--- src/rtl/go_pkg.sv ---
// Shared types and constants for the Go board controller: cell encoding,
// default board size and the controller state enum.
package go_pkg;

    localparam int BOARD_N = 9;

    typedef logic [1:0] cell_t;

    localparam cell_t EMPTY = 2'b00;
    localparam cell_t BLACK = 2'b01;
    localparam cell_t WHITE = 2'b10;

    typedef enum logic [1:0] {
        IDLE,
        CHECK,
        CLEAR,
        OVER
    } state_t;

    function automatic cell_t other_player(cell_t p);
        return (p == BLACK) ? WHITE : BLACK;
    endfunction

endpackage

--- src/rtl/go_cursor.sv ---
// Cursor position register with saturating moves, an enable gate and a
// synchronous recentre used when a new game starts.
module go_cursor #(
    parameter int BOARD_N = go_pkg::BOARD_N
) (
    input  logic       clk,
    input  logic       reset,
    input  logic       en_i,
    input  logic       center_i,
    input  logic       up_i,
    input  logic       down_i,
    input  logic       left_i,
    input  logic       right_i,
    output logic [3:0] row_o,
    output logic [3:0] col_o
);

    localparam logic [3:0] MAX_POS = 4'(BOARD_N - 1);
    localparam logic [3:0] CENTER  = 4'(BOARD_N / 2);

    logic [3:0] row_q, row_d;
    logic [3:0] col_q, col_d;

    // Opposing pulses on one axis cancel; each axis is handled independently.
    always_comb begin
        row_d = row_q;
        col_d = col_q;
        if (center_i) begin
            row_d = CENTER;
            col_d = CENTER;
        end else if (en_i) begin
            if (up_i && !down_i && row_q != 4'd0) begin
                row_d = row_q - 4'd1;
            end else if (down_i && !up_i && row_q != MAX_POS) begin
                row_d = row_q + 4'd1;
            end
            if (left_i && !right_i && col_q != 4'd0) begin
                col_d = col_q - 4'd1;
            end else if (right_i && !left_i && col_q != MAX_POS) begin
                col_d = col_q + 4'd1;
            end
        end
    end

    always_ff @(posedge clk or posedge reset) begin
        if (reset) begin
            row_q <= CENTER;
            col_q <= CENTER;
        end else begin
            row_q <= row_d;
            col_q <= col_d;
        end
    end

    assign row_o = row_q;
    assign col_o = col_q;

endmodule

--- src/rtl/go_board_ctrl.sv ---
// Go board controller: flop-array board, turn/pass bookkeeping and the
// IDLE/CHECK/CLEAR/OVER sequencer driving placement and the clear sweep.
module go_board_ctrl #(
    parameter int BOARD_N = go_pkg::BOARD_N
) (
    input  logic                                 clk,
    input  logic                                 reset,
    input  logic                                 btn_up,
    input  logic                                 btn_down,
    input  logic                                 btn_left,
    input  logic                                 btn_right,
    input  logic                                 btn_place,
    input  logic                                 btn_pass,
    input  logic                                 btn_clear,
    output logic [BOARD_N-1:0][BOARD_N-1:0][1:0] board,
    output logic [3:0]                           cursor_row,
    output logic [3:0]                           cursor_col,
    output logic [1:0]                           turn,
    output logic                                 busy,
    output logic                                 illegal,
    output logic                                 game_over
);

    import go_pkg::*;

    localparam logic [3:0] MAX_POS = 4'(BOARD_N - 1);

    logic [BOARD_N-1:0][BOARD_N-1:0][1:0] board_q;

    state_t     state_q, state_d;
    cell_t      turn_q, turn_d;
    logic       pass_q, pass_d;
    logic       illegal_q, illegal_d;
    logic       busy_q, busy_d;
    logic       over_q, over_d;
    logic [3:0] tgt_row_q, tgt_row_d;
    logic [3:0] tgt_col_q, tgt_col_d;
    logic [3:0] clr_row_q, clr_row_d;
    logic [3:0] clr_col_q, clr_col_d;

    logic       wr_en;
    logic [3:0] wr_row;
    logic [3:0] wr_col;
    cell_t      wr_val;
    logic       center_load;
    logic       cursor_en;

    assign cursor_en = (state_q == IDLE) || (state_q == OVER);

    go_cursor #(
        .BOARD_N (BOARD_N)
    ) u_cursor (
        .clk      (clk),
        .reset    (reset),
        .en_i     (cursor_en),
        .center_i (center_load),
        .up_i     (btn_up),
        .down_i   (btn_down),
        .left_i   (btn_left),
        .right_i  (btn_right),
        .row_o    (cursor_row),
        .col_o    (cursor_col)
    );

    // Clear outranks everything; otherwise the current state decides.
    always_comb begin
        state_d     = state_q;
        turn_d      = turn_q;
        pass_d      = pass_q;
        illegal_d   = 1'b0;
        tgt_row_d   = tgt_row_q;
        tgt_col_d   = tgt_col_q;
        clr_row_d   = clr_row_q;
        clr_col_d   = clr_col_q;
        wr_en       = 1'b0;
        wr_row      = 4'd0;
        wr_col      = 4'd0;
        wr_val      = EMPTY;
        center_load = 1'b0;

        if (btn_clear) begin
            state_d   = CLEAR;
            clr_row_d = 4'd0;
            clr_col_d = 4'd0;
        end else begin
            case (state_q)
                IDLE: begin
                    if (btn_place) begin
                        state_d   = CHECK;
                        tgt_row_d = cursor_row;
                        tgt_col_d = cursor_col;
                    end else if (btn_pass) begin
                        if (pass_q) begin
                            state_d = OVER;
                        end else begin
                            turn_d = other_player(turn_q);
                            pass_d = 1'b1;
                        end
                    end
                end
                CHECK: begin
                    state_d = IDLE;
                    if (board_q[tgt_row_q][tgt_col_q] == EMPTY) begin
                        wr_en  = 1'b1;
                        wr_row = tgt_row_q;
                        wr_col = tgt_col_q;
                        wr_val = turn_q;
                        turn_d = other_player(turn_q);
                        pass_d = 1'b0;
                    end else begin
                        illegal_d = 1'b1;
                    end
                end
                CLEAR: begin
                    wr_en  = 1'b1;
                    wr_row = clr_row_q;
                    wr_col = clr_col_q;
                    wr_val = EMPTY;
                    if (clr_col_q == MAX_POS) begin
                        clr_col_d = 4'd0;
                        if (clr_row_q == MAX_POS) begin
                            state_d     = IDLE;
                            turn_d      = BLACK;
                            pass_d      = 1'b0;
                            center_load = 1'b1;
                        end else begin
                            clr_row_d = clr_row_q + 4'd1;
                        end
                    end else begin
                        clr_col_d = clr_col_q + 4'd1;
                    end
                end
                OVER: begin
                    state_d = OVER;
                end
                default: begin
                    state_d = IDLE;
                end
            endcase
        end

        busy_d = (state_d == CHECK) || (state_d == CLEAR);
        over_d = (state_d == OVER);
    end

    always_ff @(posedge clk or posedge reset) begin
        if (reset) begin
            state_q   <= IDLE;
            turn_q    <= BLACK;
            pass_q    <= 1'b0;
            illegal_q <= 1'b0;
            busy_q    <= 1'b0;
            over_q    <= 1'b0;
            tgt_row_q <= 4'd0;
            tgt_col_q <= 4'd0;
            clr_row_q <= 4'd0;
            clr_col_q <= 4'd0;
            board_q   <= '0;
        end else begin
            state_q   <= state_d;
            turn_q    <= turn_d;
            pass_q    <= pass_d;
            illegal_q <= illegal_d;
            busy_q    <= busy_d;
            over_q    <= over_d;
            tgt_row_q <= tgt_row_d;
            tgt_col_q <= tgt_col_d;
            clr_row_q <= clr_row_d;
            clr_col_q <= clr_col_d;
            if (wr_en) begin
                board_q[wr_row][wr_col] <= wr_val;
            end
        end
    end

    assign board     = board_q;
    assign turn      = turn_q;
    assign busy      = busy_q;
    assign illegal   = illegal_q;
    assign game_over = over_q;

endmodule

--- config.mk ---
export PLATFORM = sky130hd
export DESIGN_NAME = go_board_ctrl
export DESIGN_NICKNAME = d
export VERILOG_FILES = /design/src/rtl/go_pkg.sv /design/src/rtl/go_cursor.sv /design/src/rtl/go_board_ctrl.sv
export SDC_FILE = /design/constraint.sdc
export NUM_CORES = 1
export LEC_CHECK = 0
export ABC_AREA = 1
export BUFFER_PORTS_ARGS = -buffer_cell sky130_fd_sc_hd__clkbuf_2
export CORE_ASPECT_RATIO = 0.75
export CORE_MARGIN = 2
export CORE_UTILIZATION = 35
export CTS_BUF_LIST = sky130_fd_sc_hd__clkbuf_16
export DETAILED_ROUTE_END_ITERATION = 7
export PLACE_DENSITY = 0.65
export SLEW_MARGIN = 20
export SYNTH_ARGS = -nofsm -noshare
export SYNTH_HDL_FRONTEND = slang
export SYNTH_SLANG_ARGS = --single-unit
--- constraint.sdc ---
create_clock -name clk -period 8.69 [get_ports clk]
set_input_delay 1.3035 -clock clk [delete_from_list [all_inputs] [get_ports clk]]
set_output_delay 1.3035 -clock clk [all_outputs]
set_load 0.02 [all_outputs]
# Word level (Yosys, flattened, before mapping)
# Cells that the tools add are included.
# totals
ff_bits	194
in_bits	9
out_inout_bits	175
# op_classes
addsub	6
magnitude_cmp	6
n_eq_ne	18
n_mux	64
bitwise	1
reduce_logical	32
# ops
cell	count
$bwmux 162	1
$mux 4	19
$bmux 18 s4	1
$demux 18 s4	1
$mux 18	2
$mux 2	18
$lt 4x5->1 const B	4
$add 4x1->4 const B	4
$pmux 4 s2	2
$mux 1	14
$ne 2x2->1 const B	7
$logic_and 1x1->1	10
$reduce_bool 3->1	3
$bmux 2 s4	1
$demux 2 s4	1
$eq 2x2->1 const B	4
$eq 4x4->1 const B	2
$ge 4x1->1 const B	2
$ne 4x4->1 const B	2
$pmux 2 s4	1
$reduce_and 8->1	1
$reduce_bool 4->1	2
$sub 4x1->4 const B	2
$reduce_and 7->1	1
11 further kinds	22

# Logic depth before layout (Yosys ltp)
# Gate-level depths: netlist of the first run.
# logic_depth
depth_word	15
mapped_depth	24
ltp_nobuf	22

# Modules after synthesis
# Synthesis of the first run repeated with hierarchy kept, for this count alone.
# unflattened
cells_unflattened	1422
area_unflattened_um2	10603.9
# by_module_without_submodules
module	instances	cells_each	area_per_inst_um2
go_board_ctrl	1	1319	9919.5
go_cursor	1	103	684.4

# Worst setup path after synthesis of the first run
# OpenSTA, ideal clock, no wires.
# synth_timing
path_type	input port to flip-flop
startpoint	input port btn_clear
endpoint	register board_q, in the netlist board[29]
arrival_time_ps	2770
t_required_ps	8573
setup_slack_ps	5802
stages	9
path_buffers	3
cell_sequence	clkbuf_1 nor2_1 buf_1 nand3_1 nor2_2 buf_2 nand2_1 nand2_1 nand2_1
# synth_between
elab_chain_len	8
word_cells_on_any_way	15
# synth_rtl
item	line_no	rtl
start: declaration	go_board_ctrl.sv:14	input logic btn_clear,
$mux 4	go_board_ctrl.sv:81	if (btn_clear) begin
$lt 4x5->1 (implied by the code) / $ge 4x1->1 (equally long branches)	go_board_ctrl.sv:171	board_q[wr_row][wr_col] <= wr_val;
$logic_and 1x1->1 (implied by the code)	go_board_ctrl.sv:171	
$mux 2 (implied by the code)	go_board_ctrl.sv:171	
$demux 2 s4	go_board_ctrl.sv:171	
$mux 18 (implied by the code)	go_board_ctrl.sv:171	
$demux 18 s4	go_board_ctrl.sv:171	
$bwmux 162	go_board_ctrl.sv:171	
end signal: indexed assignment	go_board_ctrl.sv:171	
end: declaration	go_board_ctrl.sv:28	logic [BOARD_N-1:0][BOARD_N-1:0][1:0] board_q;
# Parallel ways exist; a longest one is shown, timed or not.
# A chain may end at the register's enable or synchronous reset.

# Worst setup path after layout of the first run
# layout_timing
startpoint	register tgt_row_q[0]
endpoint	register board_q, in the netlist board[109]
# layout_between
elab_chain_len	15
word_cells_on_any_way	28
# layout_rtl
item	line_no	rtl
start: declaration	go_board_ctrl.sv:36	logic [3:0] tgt_row_q, tgt_row_d;
start signal: assignment	go_board_ctrl.sv:166	tgt_row_q <= tgt_row_d;
$bmux 18 s4	go_board_ctrl.sv:103	if (board_q[tgt_row_q][tgt_col_q] == EMPTY) begin
$mux 18 (implied by the code)	go_board_ctrl.sv:103	
$bmux 2 s4	go_board_ctrl.sv:103	
$mux 2 (implied by the code)	go_board_ctrl.sv:103	
$logic_not 2->1	go_board_ctrl.sv:103	
$mux 4	go_board_ctrl.sv:103	
$pmux 4 s2	go_board_ctrl.sv:86	case (state_q)
$mux 4	go_board_ctrl.sv:81	
$lt 4x5->1 (implied by the code) / $ge 4x1->1 (equally long branches)	go_board_ctrl.sv:171	
$logic_and 1x1->1 (implied by the code)	go_board_ctrl.sv:171	
$mux 2 (implied by the code)	go_board_ctrl.sv:171	
$demux 2 s4	go_board_ctrl.sv:171	
$mux 18 (implied by the code)	go_board_ctrl.sv:171	
$demux 18 s4	go_board_ctrl.sv:171	
$bwmux 162	go_board_ctrl.sv:171	
# Parallel ways exist; a longest one is shown, timed or not. The select of a mux whose other input is x is not followed.

==> results of run 1 <==
metrics by stage:
stage               util, %  total power, mW
floorplan                 -             1.83
global placement       39.2             2.10
detailed placement     39.2             2.12
CTS                    41.3             2.95
global route           41.4             3.13
finish                 41.4             2.95
tightest hold or removal path: stages, from the launching register on:
cell,delay [ns]
dfrtp_1,0.37
nand2_1,0.06
nand2_1,0.05
logic make-up after synthesis:
kind of cell,after synthesis,synth area share (%)
xor gates and xnor gates,7,0.601
and+or+nand+nor,836,34.5
DFF,194,47.7
adders and majority gates,16,2.11
buffers and inverters,155,6.81
AOI/OAI and AO/OA,157,8.36
state kept, by name, indices dropped and copies added (netlist names):
name and flops:
board 162, busy 1, clr_col_q 4, clr_row_q 4, game_over 1, illegal 1, pass_q 1, state_q 2
tgt_col_q 4, tgt_row_q 4, turn 2, u_cursor.col_o 4, u_cursor.row_o 4
where the power goes:
group          switching (mW)  internal (mW)
combinational           0.763          0.291
sequential             0.0973          0.977
clock                   0.409          0.416
layout by cell type (no fill, tap or decap), types with 6 or more instances in the layout:
cell       instances
nand2_1          569
dfrtp_1          190
clkbuf_2         183
nand3_1          171
inv_1             70
o21ai_1           64
nor2_1            44
o21ai_0           40
a21oi_1           26
clkbuf_16         17
ha_1              14
nor3_1            12
nand4_1           12
buf_4             12
o211ai_1          11
nor2_2             9
inv_2              7
nor2_4             6
inv_8              6
worst max path at each step:
| stage | from | to | slack (ns) | cells after the start |
|---|---|---|---|---|
| global placement | tgt_row_q[0] | board[5] | 4.34 | 21 |
| detailed placement | tgt_row_q[0] | board[19] | 4.17 | 21 |
| CTS | tgt_row_q[0] | board[19] | 4.15 | 21 |
| global route | tgt_row_q[0] | board[117] | 3.85 | 22 |
| finish | tgt_row_q[0] | board[109] | 4.22 | 22 |
| floorplan | reset | board[0] | 2.11 | 1 |
routing by layer:
metal / share of wire (%) / routed length [µm] / up-vias
met2: 42 / 14400 / 501
met5: 0 / 0 / -
li1: - / - / 4705
met3: 10 / 3590 / 34
met1: 46 / 16000 / 4733
met4: 1.5 / 529 / 0
area by class of cell:
cell class                 count  area [µm²]  share of cell area (%)
timing repair buffer         196        1020                    8.52
clock inverter                15         180                    1.51
clock buffer                  17         425                    3.56
inverter                      79         304                    2.55
multi-input combinational   1016        4660                    39.0
tap                          392         490                    4.11
sequential                   194        4860                    40.7
==> flow_metrics.env, run 1 <==
export IMPL_fmax_mhz=223
export IMPL_fin_crit_ns=4.47
export IMPL_hold_ws_ns=0.508
export IMPL_grtUsageMet3_pct=6.54
export IMPL_endpoint_kind="flip-flop"
export IMPL_yosysTopAreaCell="dfrtp_1"
export IMPL_grt_pass1_wl_um=54900
export IMPL_first_pass_iters=5
export IMPL_cap_violations=0
export IMPL_worstRegToRegCells=22
export IMPL_clkSinkCount=194
export IMPL_worst_path_buf_inv=3
export IMPL_dp_slack_ns=4.17
export IMPL_grtUsageMet1_pct=34.9
export IMPL_required_ns=9.00
export IMPL_initial_core_util_pct=35.3
export IMPL_viasPerCell=5.22
export IMPL_start_kind="flip-flop"
export IMPL_final_max_slew_viol_count=0
export IMPL_fin_skew_ns=0.0176
export IMPL_gp_congestion=0.863
export IMPL_critical_path_top_delay_family="simple AND/OR/NAND/NOR gates"
export IMPL_synth_area_top_cells="dfrtp_1 47%, nand2_1 21%, nand3_1 8.4%, o21ai_1 3.1%, inv_1 2.7%"
export IMPL_mappedNetlistNets=1390
export IMPL_clock_latency_ns=0.46
export IMPL_tightestPinTransition_ns=1.12
export IMPL_synth_most_common_cell="nand2_1"
export IMPL_fp_dieW_um=201
export IMPL_regToRegStartpoint="tgt_row_q[0]"
export IMPL_setup_slack_ns=4.22
export IMPL_die_h_um=152
export IMPL_finalSetupViolCount=0
export IMPL_vias=9973
export IMPL_yosysSeqAreaShare_pct=47.7
export IMPL_h_tree_depth=4
export IMPL_antenna_found_initial=0
export IMPL_relSlewSlack_pct=25.3
export IMPL_post_cts_resized=0
export IMPL_yosys_top_cells_count="569 x nand2_1, 191 x dfrtp_1, 171 x nand3_1"
export IMPL_worst_path_most_repeated_cell="nand2_1"
export IMPL_hp_class="flip-flop to flip-flop"
export IMPL_rows=54
export IMPL_crit_path_top_delay_cell="nor2_2"
export IMPL_ys_types=40
export IMPL_hold_buffers=0
export IMPL_post_cts_setup_buffers=0
export IMPL_synth_avg_cell_area_um2=7.47
export IMPL_diodes=0
export IMPL_rsz0062_at_grt="no"
export IMPL_drc_errors=0
export IMPL_ys_flop_type="dfrtp_1"
export IMPL_slowest_delay_ns=0.93
export IMPL_status="finished, final reports clean"
export IMPL_layout_cells_non_filler=1909
export IMPL_ios=184
export IMPL_dpl_cell_count=1877
export IMPL_synthCells=1365
export IMPL_post_drt_wl_per_cell_um=18.1
export IMPL_ant_nets=0
export IMPL_cts_buffers_inserted=17
export IMPL_setup_tns_ns=0
export IMPL_grt_pass1_vias=9263
export IMPL_stdcell_area_um2=11900
export IMPL_yosysTopAreaCellShare_pct=46.9
export IMPL_syn_to_final_growth_pct=17.1
export IMPL_power_leakage_nw=6.12
export IMPL_min_path_cells=2
export IMPL_root_buffer="clkbuf_16"
export IMPL_crit_chain="buf_4, inv_2, buf_4, nand2_1, nand3_1, nand2_1, o21ai_1, nand3_1, nand2_1, nand3_1, nand2_1, nand2_1, nand2_2, nand2_4, nand3_1, nand2_1, nand2_1, nand3_2, nor2_2, nand2_1, nand2_1, o21ai_1"
export IMPL_synth_edf_count=0
export IMPL_cts_tree="done"
export IMPL_fin_crit_sh_pct=51.5
export IMPL_r2r_end="board[109]"
export IMPL_reg2reg_setup_slack_ns=4.22
export IMPL_grt_overflow_total=0
export IMPL_placed_area_um2=11300
export IMPL_port_buffers=183
export IMPL_min_to="board[28]"
export IMPL_power_density_nw_per_um2=247
export IMPL_synth_cell_area_um2=10200
export IMPL_n_fill_cell=2917
export IMPL_drt_iter0_drc=1077
export IMPL_vdd_drop_max_mv=0.171
export IMPL_hp_start="board[28]"
export IMPL_ys_ff_latch=194
export IMPL_ys_async_sr_fraction_pct=100
export IMPL_core_um2=28900
export IMPL_drive_above_1_share_pct=17.6
export IMPL_grt_use_total_pct=23.2
export IMPL_path_clk_slew_ns=0.08
export IMPL_worstSetupPathType="flip-flop to flip-flop"
export IMPL_nets=1529
export IMPL_grt_max_degree=118
export IMPL_critPathArrivalTime_ns=4.79
export IMPL_use_met2_pct=32.7
export IMPL_synth_warning_count=0
export IMPL_dp_hpwl_um=24500
export IMPL_wl_um=34500
export IMPL_cp_max_fo=75
export IMPL_top_usage_layer="met1"
export IMPL_dieArea_um2=30500
export IMPL_clockBufferDepth=2
export IMPL_hold_viol_final=0
No activity file was read; power rests on OpenSTA's default activity.
==> run 2: changes to the inputs <==
- PLACE_DENSITY: 0.65 -> 0.67
- clock period: 8.69 -> 4.1 ns (I/O delays scaled with it)
==> flow_metrics.env, run 2 (same netlist as run 1, synthesis figures left out) <==
export IMPL_status="finished, final reports clean"
export IMPL_p_total_mw=6.31
export IMPL_drc_errors=0
export IMPL_hp_class="primary input to async pin"
export IMPL_ant_nets=0
export IMPL_dieArea_um2=30500
export IMPL_hold_viol_final=0
export IMPL_wl_um=34200
export IMPL_finalSetupViolCount=0
export IMPL_root_buffer="clkbuf_16"
export IMPL_dp_hpwl_um=25000
export IMPL_layout_commonest_cell="nand2_1"
export IMPL_start_kind="flip-flop"
export IMPL_worst_path_most_repeated_cell="nand2_1"
export IMPL_tightestPinTransition_ns=0.961
export IMPL_required_ns=4.42
export IMPL_final_cell_mix="569 x nand2_1, 190 x dfrtp_1, 183 x clkbuf_2, 171 x nand3_1, 71 x inv_1"
export IMPL_power_density_nw_per_um2=519
export IMPL_die_h_um=152
export IMPL_clockBufferDepth=2
export IMPL_grt_use_total_pct=22.6
export IMPL_final_max_slew_viol_count=0
export IMPL_gp_congestion=0.913
export IMPL_setup_tns_ns=0
export IMPL_cap_violations=0
export IMPL_drive_above_1_share_pct=18.7
export IMPL_grt_max_degree=84
export IMPL_cts_buffers_inserted=17
export IMPL_clock_latency_ns=0.45
export IMPL_route_met3_wl_um=3570
export IMPL_hold_buffers=0
export IMPL_largest_reg_flops=162
export IMPL_post_cts_setup_buffers=0
export IMPL_ff_latch_area_um2=4860
export IMPL_h_tree_depth=4
export IMPL_multi_input_area_um2=4660
export IMPL_first_pass_iters=5
export IMPL_crit_path_top_delay_cell="dfrtp_1"
export IMPL_critPathArrivalTime_ns=3.96
export IMPL_top_layer_used="met4"
export IMPL_worstSetupPathType="flip-flop to flip-flop"
export IMPL_fin_skew_ns=0.0128
export IMPL_syn_to_final_growth_pct=19.3
export IMPL_initial_core_util_pct=35.3
export IMPL_relSlewSlack_pct=35.7
export IMPL_fp_dieW_um=201
export IMPL_nets=1552
export IMPL_post_cts_resized=0
export IMPL_n_fill_cell=2931
export IMPL_slowest_delay_ns=0.74
export IMPL_endpoint_kind="flip-flop"
export IMPL_drt_iter0_drc=1040
export IMPL_fin_crit_ns=3.65
export IMPL_grt_pass1_vias=9142
export IMPL_vias=9986
export IMPL_cp_max_fo=15
export IMPL_power_leakage_nw=6.24
export IMPL_path_clk_slew_ns=0.08
export IMPL_post_drt_wl_per_cell_um=17.7
export IMPL_critical_path_top_delay_family="simple AND/OR/NAND/NOR gates"
export IMPL_worst_path_buf_inv=2
export IMPL_rsz0062_at_grt="no"
export IMPL_port_buffers=183
export IMPL_antenna_found_initial=0
export IMPL_vdd_drop_max_mv=0.319
export IMPL_fin_crit_sh_pct=89.0
export IMPL_wl_met2_um=14200
export IMPL_crit_chain="inv_2, buf_4, o31ai_1, o21ai_0, o21ai_1, o21ai_0, nand2_1, nand2_2, nand2_4, nand3_1, a21oi_1, nand2_1, nor2_4, nand2_1, nand2_1, o21ai_1"
export IMPL_drt_met1_wl_um=15700
export IMPL_diodes=0
export IMPL_clkSinkCount=194
export IMPL_rows=54
export IMPL_grt_pass1_wl_um=53600
export IMPL_grt_overflow_total=0
export IMPL_core_um2=28900
export IMPL_cts_tree="done"
export IMPL_viasPerCell=5.17
export IMPL_fmax_mhz=274
export IMPL_ios=184
==> run 2: path summary, 6_finish.rpt <==
| kind | startpoint | end | cells past startpoint | slack (ns) |
|---|---|---|---|---|
| max | tgt_row_q[1] | board[53] | 16 | 0.45 |
| min | reset | board[54] | 2 | 0.12 |
| max reg2reg | tgt_row_q[1] | board[53] | 16 | 0.45 |
| min reg2reg | board[47] | board[47] | 2 | 0.50 |
| max in group asynchronous | reset | board[89] | 4 | 2.98 |
| min in group clk | board[47] | board[47] | 2 | 0.50 |
==> run 2: final cells by class <==
type / instances / area share, %
clock buffers: 17 / 3.50
clock inverters: 15 / 1.22
well taps: 392 / 4.03
repair buffers: 219 / 10.6
flip-flops and latches: 194 / 39.9
inverters: 79 / 2.47
multi-input cells: 1016 / 38.3
==> run 2: per-layer routing <==
metal / global-route usage (%) / up-vias
li1: - / 4745
met1: 33.4 / 4689
met2: 32.2 / 503
met3: 6.01 / 49
met4: 6.67 / 0
met5: 0 / -
==> run 2: metrics by stage <==
stage	util, %	instance area, µm²	hold slack, ns	instances	setup slack, ns
2_1_floorplan	-	10200	0.477	1365	0.983
3_3_place_gp	40.1	11600	0.487	1899	0.631
3_5_place_dp	40.1	11600	0.488	1899	0.617
4_1_cts	42.1	12100	0.395	1931	0.571
5_1_grt	42.2	12200	0.129	1932	0.171
6_report	42.2	12200	0.118	1932	0.453
==> run 2: power breakdown <==
group          internal [mW]  switching (mW)
clock network          0.855           0.815
logic                  0.697            1.64
registers               2.07           0.229
==> run 3: changes to the inputs <==
- CORE_UTILIZATION: 35 -> 45
- PLACE_DENSITY: 0.67 -> 0.8
==> flow_metrics.env, run 3 (same netlist as run 1, synthesis figures left out) <==
export IMPL_rsz0062_at_grt="no"
export IMPL_nets=1546
export IMPL_finalSetupViolCount=0
export IMPL_grt_max_degree=93
export IMPL_post_drt_wl_per_cell_um=18.2
export IMPL_fin_crit_sh_pct=90.7
export IMPL_clkSinkCount=194
export IMPL_dpl_cell_count=1796
export IMPL_ant_nets=0
export IMPL_antenna_found_initial=0
export IMPL_grt_overflow_total=0
export IMPL_clockBufferDepth=2
export IMPL_core_um2=22200
export IMPL_ios=184
export IMPL_required_ns=4.39
export IMPL_start_kind="flip-flop"
export IMPL_tightestPinTransition_ns=1.06
export IMPL_cts_buffers_inserted=17
export IMPL_initial_core_util_pct=46.0
export IMPL_hp_class="primary input to async pin"
export IMPL_grt_pass1_wl_um=52500
export IMPL_worst_path_most_repeated_cell="nand2_1"
export IMPL_grt_pass1_vias=9455
export IMPL_first_pass_iters=8
export IMPL_drive_above_1_share_pct=18.3
export IMPL_die_h_um=134
export IMPL_layout_commonest_cell="nand2_1"
export IMPL_h_tree_depth=4
export IMPL_dp_hpwl_um=23600
export IMPL_relSlewSlack_pct=29.1
export IMPL_root_buffer="clkbuf_16"
export IMPL_worstSetupPathType="flip-flop to flip-flop"
export IMPL_largest_reg_flops=162
export IMPL_grt_use_total_pct=28.5
export IMPL_crit_path_top_delay_cell="nor2_2"
export IMPL_crit_chain="inv_2, buf_12, nand2_1, nand3_1, nand2_1, o21ai_1, nand3_1, nand2_1, nand3_1, nand2_1, nand2_1, nand2_2, nand2_4, nand3_1, nand2_1, nand2_1, nand2_1, nor2_2, nand2_1, nand2_1, o21ai_1"
export IMPL_power_density_nw_per_um2=530
export IMPL_final_max_slew_viol_count=0
export IMPL_path_clk_slew_ns=0.07
export IMPL_fin_crit_ns=3.72
export IMPL_setup_tns_ns=0
export IMPL_wl_um=33200
export IMPL_vdd_drop_max_mv=0.314
export IMPL_cts_tree="done"
export IMPL_fp_dieW_um=178
export IMPL_critPathArrivalTime_ns=4.01
export IMPL_vias=10362
export IMPL_cp_max_fo=35
export IMPL_status="finished, final reports clean"
export IMPL_port_buffers=183
export IMPL_critical_path_top_delay_family="simple AND/OR/NAND/NOR gates"
export IMPL_diodes=0
export IMPL_viasPerCell=5.67
export IMPL_gp_congestion=0.952
export IMPL_dieArea_um2=23900
export IMPL_drt_iter0_drc=1358
export IMPL_slowest_delay_ns=0.56
export IMPL_rows=47
export IMPL_fmax_mhz=269
export IMPL_drc_errors=0
export IMPL_clock_latency_ns=0.45
export IMPL_fin_skew_ns=0.0131
export IMPL_final_cell_mix="569 x nand2_1, 190 x dfrtp_1, 183 x clkbuf_2, 171 x nand3_1, 72 x inv_1"
export IMPL_power_leakage_nw=6.23
export IMPL_hold_viol_final=0
export IMPL_layout_cells_non_filler=1828
export IMPL_endpoint_kind="flip-flop"
export IMPL_syn_to_final_growth_pct=17.4
export IMPL_cap_violations=0
export IMPL_worst_path_buf_inv=2
[run 3: cell count changes in the layout (fill, tap and decap cells not counted)]
cell and change:
clkinv_4 -2, bufinv_16 +2, inv_1 +1, clkinv_8 +1
clkinvlp_4 -1, inv_8 -3, buf_12 -5, inv_6 +2
buf_4 -1
[run 3: layout make-up]
| type | count | area, µm² |
|---|---|---|
| Clock buffer | 17 | 425 |
| Clock inverter | 15 | 184 |
| Fill cell | 2040 | 10200 |
| Inverter | 79 | 304 |
| Multi-Input combinational cell | 1016 | 4660 |
| Sequential cell | 194 | 4860 |
| Tap cell | 294 | 368 |
| Timing Repair Buffer | 213 | 1180 |
[run 3: path summary, 6_finish.rpt]
kind,from,end,slack (ns),depth (start not counted)
max,tgt_row_q[0],board[55],0.38,21
min,reset,board[60],0.19,2
max reg2reg,tgt_row_q[0],board[55],0.38,21
min reg2reg,board[105],board[105],0.51,2
max in group asynchronous,reset,board[12],3.01,3
min in group clk,board[105],board[105],0.51,2
[run 3: per-layer routing]
layer	GRT usage [%]	up-vias	part of all wire [%]
li1	-	4733	-
met1	41.5	4899	42
met2	40.6	669	42
met3	8.53	61	13
met4	8.83	0	2.3
met5	0	-	0
[run 3: metrics by stage]
stage	util [%]	setup WS, ns	area [µm²]	hold slack, ns	power (mW)
6_report	54.0	0.381	12000	0.188	6.35
3_3_place_gp	51.3	0.552	11400	0.483	4.50
4_1_cts	54.0	0.474	12000	0.193	6.31
3_5_place_dp	51.3	0.525	11400	0.489	4.56
5_1_grt	54.0	0.0595	12000	0.210	6.69
2_1_floorplan	-	0.983	10200	0.477	3.88
[run 3: where the power goes]
part	internal (mW)	switching (mW)
Clock	0.969	0.796
Sequential	2.07	0.231
Combinational	0.669	1.61
Total	3.71	2.64
[run 3: timing repair]
item,4_1_cts,5_1_grt
setup endpoints to repair,0,30
hold buffers,0,0
buffers inserted,0,0
resized for setup,0,1
